File: src/rtl/network_rx_interface_if.sv
// Beat-stream input, message handshake and status bundle
// for the network receive framer.
interface network_rx_interface_if #(
  parameter int DEPTH = 4
);
  localparam int CW = $clog2(DEPTH + 1);

  logic [31:0]   rx_data;
  logic          rx_valid;
  logic          rx_sof;
  logic          rx_eof;
  logic [127:0]  msg_data;
  logic          msg_valid;
  logic          msg_ready;
  logic [CW-1:0] fifo_count;
  logic [15:0]   rx_drop_count;

  modport master (
    output rx_data, rx_valid, rx_sof, rx_eof,
    output msg_ready,
    input  msg_data, msg_valid,
    input  fifo_count, rx_drop_count
  );

  modport slave (
    input  rx_data, rx_valid, rx_sof, rx_eof,
    input  msg_ready,
    output msg_data, msg_valid,
    output fifo_count, rx_drop_count
  );
endinterface

File: src/rtl/network_rx_interface.sv
// Frames 32-bit network beats into 128-bit messages,
// drops malformed/overflowing frames, buffers in a FWFT FIFO.
module network_rx_interface #(
  parameter int DEPTH = 4
) (
  input logic                   i_core_clk,
  input logic                   i_reset,
  network_rx_interface_if.slave bus
);
  localparam int AW = $clog2(DEPTH);
  localparam int CW = $clog2(DEPTH + 1);

  typedef enum logic [1:0] {
    IDLE,
    ASSEMBLE,
    DISCARD
  } state_t;

  state_t         r_state;
  state_t         w_state_nxt;
  logic [1:0]     r_cnt;
  logic [1:0]     w_cnt_nxt;
  logic [31:0]    r_word [3];
  logic           w_store;
  logic [1:0]     w_store_idx;
  logic           w_push_req;
  logic           w_err;

  logic [127:0]   r_mem [DEPTH];
  logic [AW-1:0]  r_rd_ptr;
  logic [AW-1:0]  r_wr_ptr;
  logic [CW-1:0]  r_count;
  logic [15:0]    r_drop_cnt;

  logic           w_pop;
  logic           w_push;
  logic           w_drop;
  logic [127:0]   w_msg;

  always_comb begin
    w_state_nxt = r_state;
    w_cnt_nxt   = r_cnt;
    w_store     = 1'b0;
    w_store_idx = r_cnt;
    w_push_req  = 1'b0;
    w_err       = 1'b0;
    if (bus.rx_valid) begin
      unique case (r_state)
        IDLE, DISCARD: begin
          if (bus.rx_sof && !bus.rx_eof) begin
            w_store     = 1'b1;
            w_store_idx = 2'd0;
            w_cnt_nxt   = 2'd1;
            w_state_nxt = ASSEMBLE;
          end else if (bus.rx_sof) begin
            w_err       = 1'b1;
            w_cnt_nxt   = 2'd0;
            w_state_nxt = IDLE;
          end else if (bus.rx_eof) begin
            w_cnt_nxt   = 2'd0;
            w_state_nxt = IDLE;
          end
        end
        ASSEMBLE: begin
          // a one-beat sof&eof here is both a restart and malformed
          if (bus.rx_sof && bus.rx_eof) begin
            w_err       = 1'b1;
            w_cnt_nxt   = 2'd0;
            w_state_nxt = IDLE;
          end else if (bus.rx_sof) begin
            w_err       = 1'b1;
            w_store     = 1'b1;
            w_store_idx = 2'd0;
            w_cnt_nxt   = 2'd1;
          end else if (bus.rx_eof) begin
            w_push_req  = (r_cnt == 2'd3);
            w_err       = (r_cnt != 2'd3);
            w_cnt_nxt   = 2'd0;
            w_state_nxt = IDLE;
          end else if (r_cnt == 2'd3) begin
            w_err       = 1'b1;
            w_cnt_nxt   = 2'd0;
            w_state_nxt = DISCARD;
          end else begin
            w_store     = 1'b1;
            w_cnt_nxt   = r_cnt + 2'd1;
          end
        end
        default: begin
          w_cnt_nxt   = 2'd0;
          w_state_nxt = IDLE;
        end
      endcase
    end
  end

  assign w_pop  = (r_count != '0) && bus.msg_ready;
  assign w_push = w_push_req &&
                  ((r_count < CW'(DEPTH)) || w_pop);
  assign w_drop = w_err || (w_push_req && !w_push);
  assign w_msg  = {r_word[0], r_word[1], r_word[2], bus.rx_data};

  always_ff @(posedge i_core_clk) begin
    if (i_reset) begin
      r_state <= IDLE;
      r_cnt   <= 2'd0;
      for (int i = 0; i < 3; i++) r_word[i] <= '0;
    end else begin
      r_state <= w_state_nxt;
      r_cnt   <= w_cnt_nxt;
      if (w_store) r_word[w_store_idx] <= bus.rx_data;
    end
  end

  always_ff @(posedge i_core_clk) begin
    if (i_reset) begin
      r_rd_ptr <= '0;
      r_wr_ptr <= '0;
      r_count  <= '0;
      for (int i = 0; i < DEPTH; i++) r_mem[i] <= '0;
    end else begin
      if (w_push) begin
        r_mem[r_wr_ptr] <= w_msg;
        r_wr_ptr        <= r_wr_ptr + AW'(1);
      end
      if (w_pop) r_rd_ptr <= r_rd_ptr + AW'(1);
      if (w_push && !w_pop)      r_count <= r_count + CW'(1);
      else if (!w_push && w_pop) r_count <= r_count - CW'(1);
    end
  end

  always_ff @(posedge i_core_clk) begin
    if (i_reset) begin
      r_drop_cnt <= '0;
    end else if (w_drop && (r_drop_cnt != 16'hFFFF)) begin
      r_drop_cnt <= r_drop_cnt + 16'd1;
    end
  end

  assign bus.msg_data      = r_mem[r_rd_ptr];
  assign bus.msg_valid     = (r_count != '0);
  assign bus.fifo_count    = r_count;
  assign bus.rx_drop_count = r_drop_cnt;
endmodule

File: src/flat_wrapper.sv
// flat-port wrapper written by rule: the top's interface ports become plain ports
module network_rx_interface_flat 
#(
  parameter int DEPTH = 4
)
  (i_core_clk, i_reset, bus_rx_data, bus_rx_valid, bus_rx_sof, bus_rx_eof, bus_msg_ready, bus_msg_data, bus_msg_valid, bus_fifo_count, bus_rx_drop_count);
  network_rx_interface_if #(.DEPTH(DEPTH)) bus_i ();
  input logic i_core_clk;
  input logic i_reset;
  input wire logic [$bits(bus_i.rx_data)-1:0] bus_rx_data;
  input wire logic [$bits(bus_i.rx_valid)-1:0] bus_rx_valid;
  input wire logic [$bits(bus_i.rx_sof)-1:0] bus_rx_sof;
  input wire logic [$bits(bus_i.rx_eof)-1:0] bus_rx_eof;
  input wire logic [$bits(bus_i.msg_ready)-1:0] bus_msg_ready;
  output wire logic [$bits(bus_i.msg_data)-1:0] bus_msg_data;
  output wire logic [$bits(bus_i.msg_valid)-1:0] bus_msg_valid;
  output wire logic [$bits(bus_i.fifo_count)-1:0] bus_fifo_count;
  output wire logic [$bits(bus_i.rx_drop_count)-1:0] bus_rx_drop_count;
  assign bus_i.rx_data = bus_rx_data;
  assign bus_i.rx_valid = bus_rx_valid;
  assign bus_i.rx_sof = bus_rx_sof;
  assign bus_i.rx_eof = bus_rx_eof;
  assign bus_i.msg_ready = bus_msg_ready;
  assign bus_msg_data = bus_i.msg_data;
  assign bus_msg_valid = bus_i.msg_valid;
  assign bus_fifo_count = bus_i.fifo_count;
  assign bus_rx_drop_count = bus_i.rx_drop_count;
  network_rx_interface #(.DEPTH(DEPTH)) u_core (.i_core_clk(i_core_clk), .i_reset(i_reset), .bus(bus_i));
endmodule
File: config.mk
export PLATFORM = sky130hd
export DESIGN_NAME = network_rx_interface_flat
export DESIGN_NICKNAME = d
export VERILOG_FILES = /design/src/rtl/network_rx_interface_if.sv /design/src/rtl/network_rx_interface.sv /design/src/flat_wrapper.sv
export SDC_FILE = /design/constraint.sdc
export NUM_CORES = 1
export LEC_CHECK = 0
export CAP_MARGIN = 0
export CELL_PAD_IN_SITES_DETAIL_PLACEMENT = 0
export CELL_PAD_IN_SITES_GLOBAL_PLACEMENT = 2
export CORE_ASPECT_RATIO = 1.75
export CORE_MARGIN = 2
export CORE_UTILIZATION = 40
export CTS_CLUSTER_SIZE = 30
export DETAILED_ROUTE_END_ITERATION = 8
export PLACE_DENSITY = 0.86
export SETUP_SLACK_MARGIN = 0.15
export SLEW_MARGIN = 20
export SYNTH_ARGS = -nofsm -noshare
export SYNTH_HDL_FRONTEND = slang
export SYNTH_SLANG_ARGS = --single-unit
File: constraint.sdc
create_clock -name i_core_clk -period 7.86 [get_ports i_core_clk]
set_input_delay 1.179 -clock i_core_clk [delete_from_list [all_inputs] [get_ports i_core_clk]]
set_output_delay 1.179 -clock i_core_clk [all_outputs]
set_load 0.01 [all_outputs]
==> impl_metrics.csv, run 1 <==
group,metric,value,unit
logic_synthesis,synth_seq_cells,637,
floorplanning,core_area,67300,um2
logic_synthesis,synthXorXnorAreaFrac,0.00226,
logic_synthesis,ys_top_cells_by_area,"edfxtp_1 (67%), and2_1 (14%), mux4_2 (11%)",
cts,clk_pin_slew,0.06,ns
grt,antenna_found_initial,6,
logic_synthesis,yosys.area_share.simple,0.160,
floorplanning,die_area,70000,um2
grt,grt_pass1_wl,96300,um
logic_synthesis,synthArstFlopShare,0,
worst_setup_path,cp_data_arrival_time,3.47,ns
floorplanning,start_util,0.403,
logic_synthesis,netlist.area_leader.share,0.673,
worst_setup_path,rr_endpoint,"u_core.r_mem[0][81]$_SDFFCE_PN0P_",
logic_synthesis,ys_types,55,
drt,wl,64300,um
pwr,comb_power_share,0.086,
logic_synthesis,synth_edf_count,608,
cts,htree_levels,2,
pwr,ir_drop,0.181,mV
drt,vias,14222,
pwr,power_switching,1.62,mW
cts,cts_resized,0,
logic_synthesis,syn_area,27100,um2
place,gp_congestion,0.776,
grt,grt-ovfl-total,0,
floorplanning,die_h,348,um
pwr,seq_power_share,0.535,
drt,drtAntennaViolNets,0,
cts,ctsHoldBuffers,0,
sta,fin_crit,4.65,ns
worst_setup_path,crit_type,"reg -> out",
drt,drt_iter0_drc,906,
cells_and_area,drive_gt1_frac,0.137,
place,post-place-ws,2.63,ns
cts,post_cts_buffers,0,
floorplanning,pin_count,186,
pwr,p_int,5.66,mW
logic_synthesis,yosysSeqAreaShare,0.695,
drt,wire_per_inst,23.5,um
place,hpwl,36000,um
sta,hold_viol,0,
cts,clock_latency,0.62,ns
pwr,p_leak,11.1,nW
logic_synthesis,syn_nets,1683,
floorplanning,die_x,201,um
cells_and_area,area_delta_synth_final,16.9,%
floorplanning,row_count,126,
sta,slew_violations,0,
drt,vias_per_cell,5.19,
logic_synthesis,synthFlopType,"edfxtp_1",
place,port-buffer-count,185,
pwr,power.total,7.27,mW
cts,cts_sinks,637,
worst_setup_path,required,6.68,ns
run,cap_violations,0,
cts,numCtsBuffers,57,
worst_setup_path,rrSetupSlack,3.90,ns
sta,fin_skew,0.0260,ns
grt,grt_max_degree,129,
logic_synthesis,syn_avg_cell_area,16.5,um2
sta,fin_tns_setup,0,ns
logic_synthesis,synthMuxAreaShare,0.108,
pwr,p_per_area,230,nW/um2
logic_synthesis,synth_top_area_cell,"edfxtp_1",
pwr,netSwitchingFraction,0.222,
cts,clockRootBuffer,"clkbuf_16",
cts,cts_buffer_depth,3,
worst_setup_path,cp-endpoint,"bus_msg_data[78]",
worst_setup_path,r2r_cells,11,
worst_setup_path,start_kind,"register",
grt,track_usage,0.184,
cells_and_area,final_nets,1843,
worst_hold_path,min_path_type,"reg -> reg",
logic_synthesis,synth_warnings,0,
logic_synthesis,synth_top_family_by_area,"simple AND/OR/NAND/NOR gates",
worst_setup_path,reg2reg_from,"u_core.r_cnt[0]$_SDFFE_PP0P_",
logic_synthesis,synth-adder-area-share,0.00305,
sta,fmax,215,MHz
worst_setup_path,worstSetupEndpointType,"output port",
sta,worst_pin_slew,1.11,ns
drt,drc_errors,0,
grt,grt_pass1_vias,15119,
sta,fin_crit_sh,0.592,
sta,slew_headroom,0.257,
logic_synthesis,synth-compound-area-share,0.0111,
worst_setup_path,crit_path_max_fanout,93,
drt,first_pass_iters,7,
logic_synthesis,synthCells,1639,
pwr,clkPwrFrac,0.380,
sta,setup_slack,3.21,ns
sta,rsz0062_at_grt,"false",
run_status,status,"completed",
sta,setup_violations,0,
cts,cts_tree,"done",
worst min path at each step:
stage	start	to	slack, ns	depth (start not counted)
2_1_floorplan	u_core.r_cnt[1]$_SDFFE_PP0P_	u_core.r_cnt[1]$_SDFFE_PP0P_	0.48	2
3_3_place_gp	u_core.bus.rx_drop_count[10]$_SDFFE_PP0P_	u_core.bus.rx_drop_count[10]$_SDFFE_PP0P_	0.49	2
3_5_place_dp	u_core.bus.rx_drop_count[10]$_SDFFE_PP0P_	u_core.bus.rx_drop_count[10]$_SDFFE_PP0P_	0.50	2
4_1_cts	u_core.bus.rx_drop_count[10]$_SDFFE_PP0P_	u_core.bus.rx_drop_count[10]$_SDFFE_PP0P_	0.51	2
5_1_grt	u_core.bus.rx_drop_count[15]$_SDFFE_PP0P_	u_core.bus.rx_drop_count[15]$_SDFFE_PP0P_	0.54	2
6_report	u_core.bus.rx_drop_count[10]$_SDFFE_PP0P_	u_core.bus.rx_drop_count[10]$_SDFFE_PP0P_	0.50	2
power groups by stage:
stage               combinational [mW]  sequential, mW  clock [mW]
floorplan                        0.328            3.93           0
global placement                 0.639            3.95           0
detailed placement               0.640            3.97           0
CTS                              0.642            3.89        2.82
global route                     0.661            3.90        2.93
finish                           0.622            3.89        2.76
critical path: stages (launching register included):
cell	delay, ns
dfxtp_4	0.85
buf_12	0.68
mux4_2	0.65
clkdlybuf4s50_1	0.55
logic make-up (layout without fill, tap and decap cells):
| logic type | count (synthesis) | count (layout) |
|---|---|---|
| AND/OR/NAND/NOR | 700 | 700 |
| flip-flops | 637 | 637 |
| adder cells (fa/ha/maj) | 6 | 6 |
| AO/OA/AOI/OAI | 46 | 46 |
| buffers and inverters | 111 | 312 |
| XOR/XNOR | 7 | 7 |
| other | 0 | 4 |
| multiplexers | 132 | 132 |
metal layers:
metal | routed length (um) | track usage | share of wire | vias up
met3 | 3360 | 0.0257 | 0.052 | 95
met1 | 25600 | 0.230 | 0.40 | 7353
met5 | 0 | 0 | 0 | -
met2 | 33100 | 0.323 | 0.52 | 435
met4 | 2220 | 0.0736 | 0.035 | 0
li1 | - | - | - | 6339
registers in the layout (all words and copies together) (netlist names), named ones only:
name and count:
u_core.r_mem 512, u_core.r_word 96, u_core.bus.rx_drop_count 16, u_core.bus.fifo_count 3, u_core.r_cnt 2, u_core.r_rd_ptr 2
u_core.r_state 2, u_core.r_wr_ptr 2
layout make-up:
| type | instances | area, um2 |
|---|---|---|
| Sequential cell | 637 | 18800 |
| Fill cell | 5760 | 35600 |
| Timing Repair Buffer | 205 | 2080 |
| Inverter | 7 | 26.3 |
| Clock inverter | 35 | 358 |
| Multi-Input combinational cell | 891 | 7780 |
| Clock buffer | 65 | 1460 |
| Antenna cell | 4 | 10.0 |
| Tap cell | 896 | 1120 |
Yosys cell counts, types with 5 or more instances:
cell / number
a21oi_1: 15
and2_1: 610
and3_1: 6
buf_2: 18
buf_4: 7
buf_6: 11
clkbuf_1: 51
clkbuf_2: 14
dfxtp_1: 29
edfxtp_1: 608
ha_1: 5
inv_1: 6
mux4_2: 128
nand2_1: 8
nand3_1: 10
nor2_1: 22
nor2b_1: 6
o21ai_0: 10
o31ai_1: 5
or3_1: 8
xor2_1: 6
metrics by stage:
stage / hold WS, ns / utilization / instance area (um2) / instances
finish: 0.505 / 0.471 / 31700 / 2740
global route: 0.541 / 0.471 / 31700 / 2739
CTS: 0.509 / 0.470 / 31700 / 2736
detailed placement: 0.499 / 0.444 / 29900 / 2636
global placement: 0.489 / 0.443 / 29800 / 2635
floorplan: 0.482 / - / 27100 / 1639
cell usage in the layout (no fill, tap or decap), drive strengths merged, types with 6 or more instances in the layout:
| cell type | n |
|---|---|
| nor2 | 22 |
| o21ai | 11 |
| nand2 | 8 |
| edfxtp | 608 |
| inv | 9 |
| clkdlybuf4s50 | 185 |
| dfxtp | 29 |
| clkinv | 24 |
| nor2b | 6 |
| or3 | 8 |
| xor2 | 6 |
| and3 | 6 |
| a21oi | 15 |
| nand3 | 10 |
| clkbuf | 65 |
| mux4 | 128 |
| bufinv | 6 |
| and2 | 610 |
| buf | 20 |
Note: power is estimated with default switching activity, not from simulation.
==> run 2, diff against run 1 <==
clock period = 4.13 ns   (was 7.86 ns; I/O delays follow)
==> impl_metrics.csv, run 2 (synthesized netlist as in run 1, its figures left out) <==
group,metric,value,unit
sta,hold_viol,0,
sta,slew_headroom,0.316,
floorplanning,die_x,201,um
cells_and_area,area_delta_synth_final,17.6,%
cts,cts_resized,0,
worst_setup_path,required,3.51,ns
cts,cts_sinks,637,
floorplanning,core_area,67300,um2
pwr,ir_drop,0.325,mV
sta,slew_violations,0,
floorplanning,row_count,126,
sta,fmax,289,MHz
sta,fin_skew,0.0196,ns
worst_setup_path,r2r_cells,11,
drt,vias,14284,
sta,setup_violations,0,
cells_and_area,top_register,"u_core.r_mem",
worst_setup_path,crit_type,"reg -> out",
pwr,seq_power_share,0.538,
cells_and_area,final_common_cell,"and2_1",
floorplanning,die_h,348,um
sta,rsz0062_at_grt,"false",
drt,wire_per_inst,23.5,um
cells_and_area,drive_gt1_frac,0.143,
worst_setup_path,worstSetupEndpointType,"output port",
pwr,power.total,13.7,mW
floorplanning,die_area,70000,um2
place,port-buffer-count,185,
worst_setup_path,rrSetupSlack,1.32,ns
worst_hold_path,hold_depth,2,
cts,clock_latency,0.60,ns
cts,clk_pin_slew,0.07,ns
place,dpl-instance-area,30100,um2
pwr,p_int,10.7,mW
cts,htree_levels,2,
sta,fin_crit,3.47,ns
worst_setup_path,start_kind,"register",
worst_hold_path,min_path_type,"reg -> reg",
sta,fin_crit_sh,0.839,
cts,clockRootBuffer,"clkbuf_16",
worst_setup_path,cp_data_arrival_time,2.85,ns
drt,wl,64500,um
sta,fin_tns_setup,0,ns
pwr,p_leak,11.2,nW
grt,grt_pass1_vias,15427,
cells_and_area,fillCellCount,5677,
drt,first_pass_iters,5,
grt,grt_max_degree,129,
cells_and_area,fin_area,31900,um2
sta,worst_pin_slew,1.03,ns
cells_and_area,largest_reg_flops,512,
pwr,power_switching,3.00,mW
worst_setup_path,crit_path_max_fanout,20,
grt,antenna_found_initial,2,
floorplanning,pin_count,186,
cells_and_area,final_cell_mix,"and2_1 (610), edfxtp_1 (608), clkdlybuf4s50_1 (185)",
cells_and_area,final_nets,1855,
cts,cts_buffer_depth,3,
drt,drt_iter0_drc,1143,
cts,ctsHoldBuffers,0,
grt,grt_pass1_wl,96900,um
cts,numCtsBuffers,55,
pwr,comb_power_share,0.090,
place,gp_congestion,0.796,
floorplanning,start_util,0.403,
run,cap_violations,0,
cells_and_area,postLayoutCoreUtil,0.474,
pwr,p_per_area,430,nW/um2
cts,post_cts_buffers,0,
grt,track_usage,0.185,
drt,drc_errors,0,
cts,cts_tree,"done",
cells_and_area,diodes,0,
drt,drtAntennaViolNets,0,
pwr,netSwitchingFraction,0.219,
drt,vias_per_cell,5.20,
pwr,clkPwrFrac,0.372,
grt,grt-ovfl-total,0,
run_status,status,"completed",
place,hpwl,36800,um
==> run 2: critical path: stages (launching register included) <==
cell	delay, ns
dfxtp_4	0.61
buf_4	0.47
mux4_2	0.60
clkdlybuf4s50_1	0.54
==> run 2: per-stage QoR <==
stage / std cells / setup WS, ns / hold slack [ns]
CTS: 2748 / 0.536 / 0.508
floorplan: 1639 / 0.340 / 0.482
global route: 2748 / 0.482 / 0.532
detailed placement: 2650 / 0.701 / 0.490
global placement: 2650 / 0.739 / 0.483
finish: 2748 / 0.665 / 0.502
==> run 2: area by class of cell <==
cell class	instances	area, um2	area share
clock buffers	66	1460	0.0458
well taps	896	1120	0.0352
multi-input cells	891	7780	0.244
flip-flops and latches	637	18800	0.591
repair buffers	219	2360	0.0739
inverters	7	26.3	0.000824
clock inverters	32	288	0.00903
==> run 2: routing by layer <==
| metal | track usage | vias up | wire (um) |
|---|---|---|---|
| met1 | 0.229 | 7445 | 25800 |
| met2 | 0.332 | 389 | 33600 |
| met3 | 0.0303 | 88 | 3420 |
| met4 | 0.0567 | 0 | 1720 |
| li1 | - | 6362 | - |
| met5 | 0 | - | 0 |
==> run 2: worst paths after layout <==
path | from | end
min reg2reg | u_core.bus.rx_drop_count[10]$_SDFFE_PP0P_ | u_core.bus.rx_drop_count[10]$_SDFFE_PP0P_
max reg2reg | u_core.r_cnt[0]$_SDFFE_PP0P_ | u_core.bus.fifo_count[2]$_SDFFE_PP0P_
max | register | bus_msg_data[15]
min | u_core.bus.rx_drop_count[10]$_SDFFE_PP0P_ | u_core.bus.rx_drop_count[10]$_SDFFE_PP0P_
==> run 2: power groups by stage <==
stage | Sequential [mW] | Combinational [mW] | Clock [mW]
detailed placement | 7.52 | 1.26 | 0
global route | 7.40 | 1.31 | 5.43
global placement | 7.50 | 1.27 | 0
CTS | 7.38 | 1.27 | 5.20
finish | 7.38 | 1.23 | 5.10
floorplan | 7.48 | 0.626 | 0
==> run 3, diff against run 2 <==
CORE_UTILIZATION = 44   (was 40)
PLACE_DENSITY = 0.9   (was 0.86)
clock period = 3.2 ns   (was 4.13 ns; I/O delays follow)
==> impl_metrics.csv, run 3 (synthesized netlist as in run 1, its figures left out) <==
group,metric,value,unit
run_status,status,"completed",
cts,htree_levels,2,
worst_setup_path,slowest_delay,0.59,ns
worst_setup_path,worstSetupEndpointType,"output port",
drt,drt-met1-wl,24900,um
grt,grt_pass1_vias,15103,
worst_setup_path,crit_path_max_fanout,44,
sta,fin_skew,0.0178,ns
cells_and_area,top_register,"u_core.r_mem",
pwr,power_switching,4.37,mW
run,cap_violations,0,
pwr,clkPwrFrac,0.362,
sta,worst_pin_slew,0.622,ns
drt,drt_iter0_drc,1275,
sta,slew_headroom,0.586,
drt,first_pass_iters,5,
sta,hold_viol,0,
sta,slew_violations,0,
worst_setup_path,cp.buffers_inverters,2,
floorplanning,start_util,0.444,
cells_and_area,final_common_cell,"and2_1",
floorplanning,die_x,192,um
place,hpwl,37100,um
place,gp_congestion,0.778,
grt,grt_max_degree,129,
worst_setup_path,crit_type,"reg -> out",
worst_setup_path,path_cells,"buf_16 -> mux4_2 -> clkdlybuf4s50_1",
cts,clk_pin_slew,0.07,ns
cells_and_area,postLayoutCoreUtil,0.524,
sta,fin_crit_sh,0.951,
cts,cts_buffer_depth,3,
pwr,netSwitchingFraction,0.230,
grt,grt-ovfl-total,0,
worst_hold_path,hold_start,"u_core.bus.rx_drop_count[10]$_SDFFE_PP0P_",
place,post-place-ws,0.222,ns
grt,track_usage,0.203,
floorplanning,core_area,61100,um2
cells_and_area,drive_gt1_frac,0.152,
cts,cts_tree,"done",
cells_and_area,final_nets,1868,
worst_setup_path,required,2.72,ns
pwr,comb_power_share,0.136,
sta,setup_violations,0,
drt,vias_per_cell,5.41,
floorplanning,die_area,63700,um2
sta,rsz0062_at_grt,"true",
grt,grt_pass1_wl,95200,um
drt,wire_per_inst,24.1,um
cells_and_area,final_cell_mix,"and2_1 (610), edfxtp_1 (608), clkdlybuf4s50_1 (183)",
worst_setup_path,cp_data_arrival_time,2.56,ns
floorplanning,die_h,332,um
pwr,p_int,14.6,mW
worst_setup_path,start_kind,"register",
cells_and_area,largest_reg_flops,512,
drt,wl_met2,33600,um
pwr,p_leak,11.3,nW
worst_setup_path,critPathTopFamily,"buffers and inverters",
drt,wl,64100,um
grt,antenna_found_initial,2,
cells_and_area,fillCellCount,4828,
place,port-buffer-count,185,
sta,fmax,328,MHz
drt,dr_wl_met3,3370,um
drt,drtAntennaViolNets,0,
cts,clock_latency,0.62,ns
cts,ctsHoldBuffers,0,
floorplanning,pin_count,186,
sta,setup_slack,0.156,ns
sta,fin_crit,3.04,ns
worst_hold_path,min_path_type,"reg -> reg",
worst_setup_path,crit_slowest_cell,"clkdlybuf4s50_1",
drt,drc_errors,0,
drt,vias,14397,
cts,clockRootBuffer,"clkbuf_16",
cells_and_area,area_delta_synth_final,18.2,%
pwr,p_per_area,593,nW/um2
cts,cts_sinks,637,
floorplanning,row_count,120,
worst_setup_path,reg2reg_from,"u_core.r_cnt[0]$_SDFFE_PP0P_",
cts,numCtsBuffers,54,
drt,highest_layer,"met4",
pwr,ir_drop,0.497,mV
pwr,seq_power_share,0.502,
## run 3: worst min-delay path, stage by stage (launching register included)
cell and delay, ns:
dfxtp_1 0.33, o21ai_0 0.08, a21oi_1 0.06
## run 3: layout make-up
cell class              count  area, um2  area share
well taps                 793        992      0.0310
multi-input cells         891       7800       0.243
clock buffers              67       1420      0.0443
inverters                   7       26.3    0.000820
diodes                      1       2.50   0.0000781
clock inverters            34        412      0.0128
flip-flops and latches    637      18800       0.588
repair buffers            233       2550      0.0795
## run 3: power by group through the flow
stage / Clock, mW / Sequential (mW) / Combinational, mW
3_3_place_gp: 0 / 9.69 / 2.59
6_report: 6.88 / 9.54 / 2.58
4_1_cts: 6.97 / 9.54 / 2.60
3_5_place_dp: 0 / 9.72 / 2.58
2_1_floorplan: 0 / 9.67 / 1.33
5_1_grt: 7.28 / 9.57 / 2.75
## run 3: stage by stage
stage               hold WS (ns)  area [um2]  power (mW)  cells  setup TNS, ns
CTS                        0.511       32000        19.1   2658              0
global route               0.533       32000        19.6   2663              0
global placement           0.493       30100        12.3   2556              0
floorplan                  0.484       27200        11.0   1639         -76.65
detailed placement         0.490       30100        12.3   2556              0
finish                     0.518       32000        19.0   2663              0
## run 3: layer usage
| metal | up-vias | GRT usage |
|---|---|---|
| met3 | 97 | 0.0294 |
| met1 | 7493 | 0.256 |
| met2 | 409 | 0.352 |
| li1 | 6398 | - |
| met4 | 0 | 0.0768 |
| met5 | - | 0 |
## run 3: worst paths after layout
kind / depth (start not counted) / slack, ns / end
worst max-delay path: 3 / 0.16 / bus_msg_data[26]
worst min-delay path: 2 / 0.52 / u_core.bus.rx_drop_count[10]$_SDFFE_PP0P_
worst max register to register: 11 / 0.72 / u_core.bus.fifo_count[2]$_SDFFE_PP0P_
worst min register to register: 2 / 0.52 / u_core.bus.rx_drop_count[10]$_SDFFE_PP0P_
## run 3: what timing repair did
item,CTS,global route
endpoints found under the setup margin,77,92
buffers inserted,1,3
cloned,0,1
resized for setup,4,3
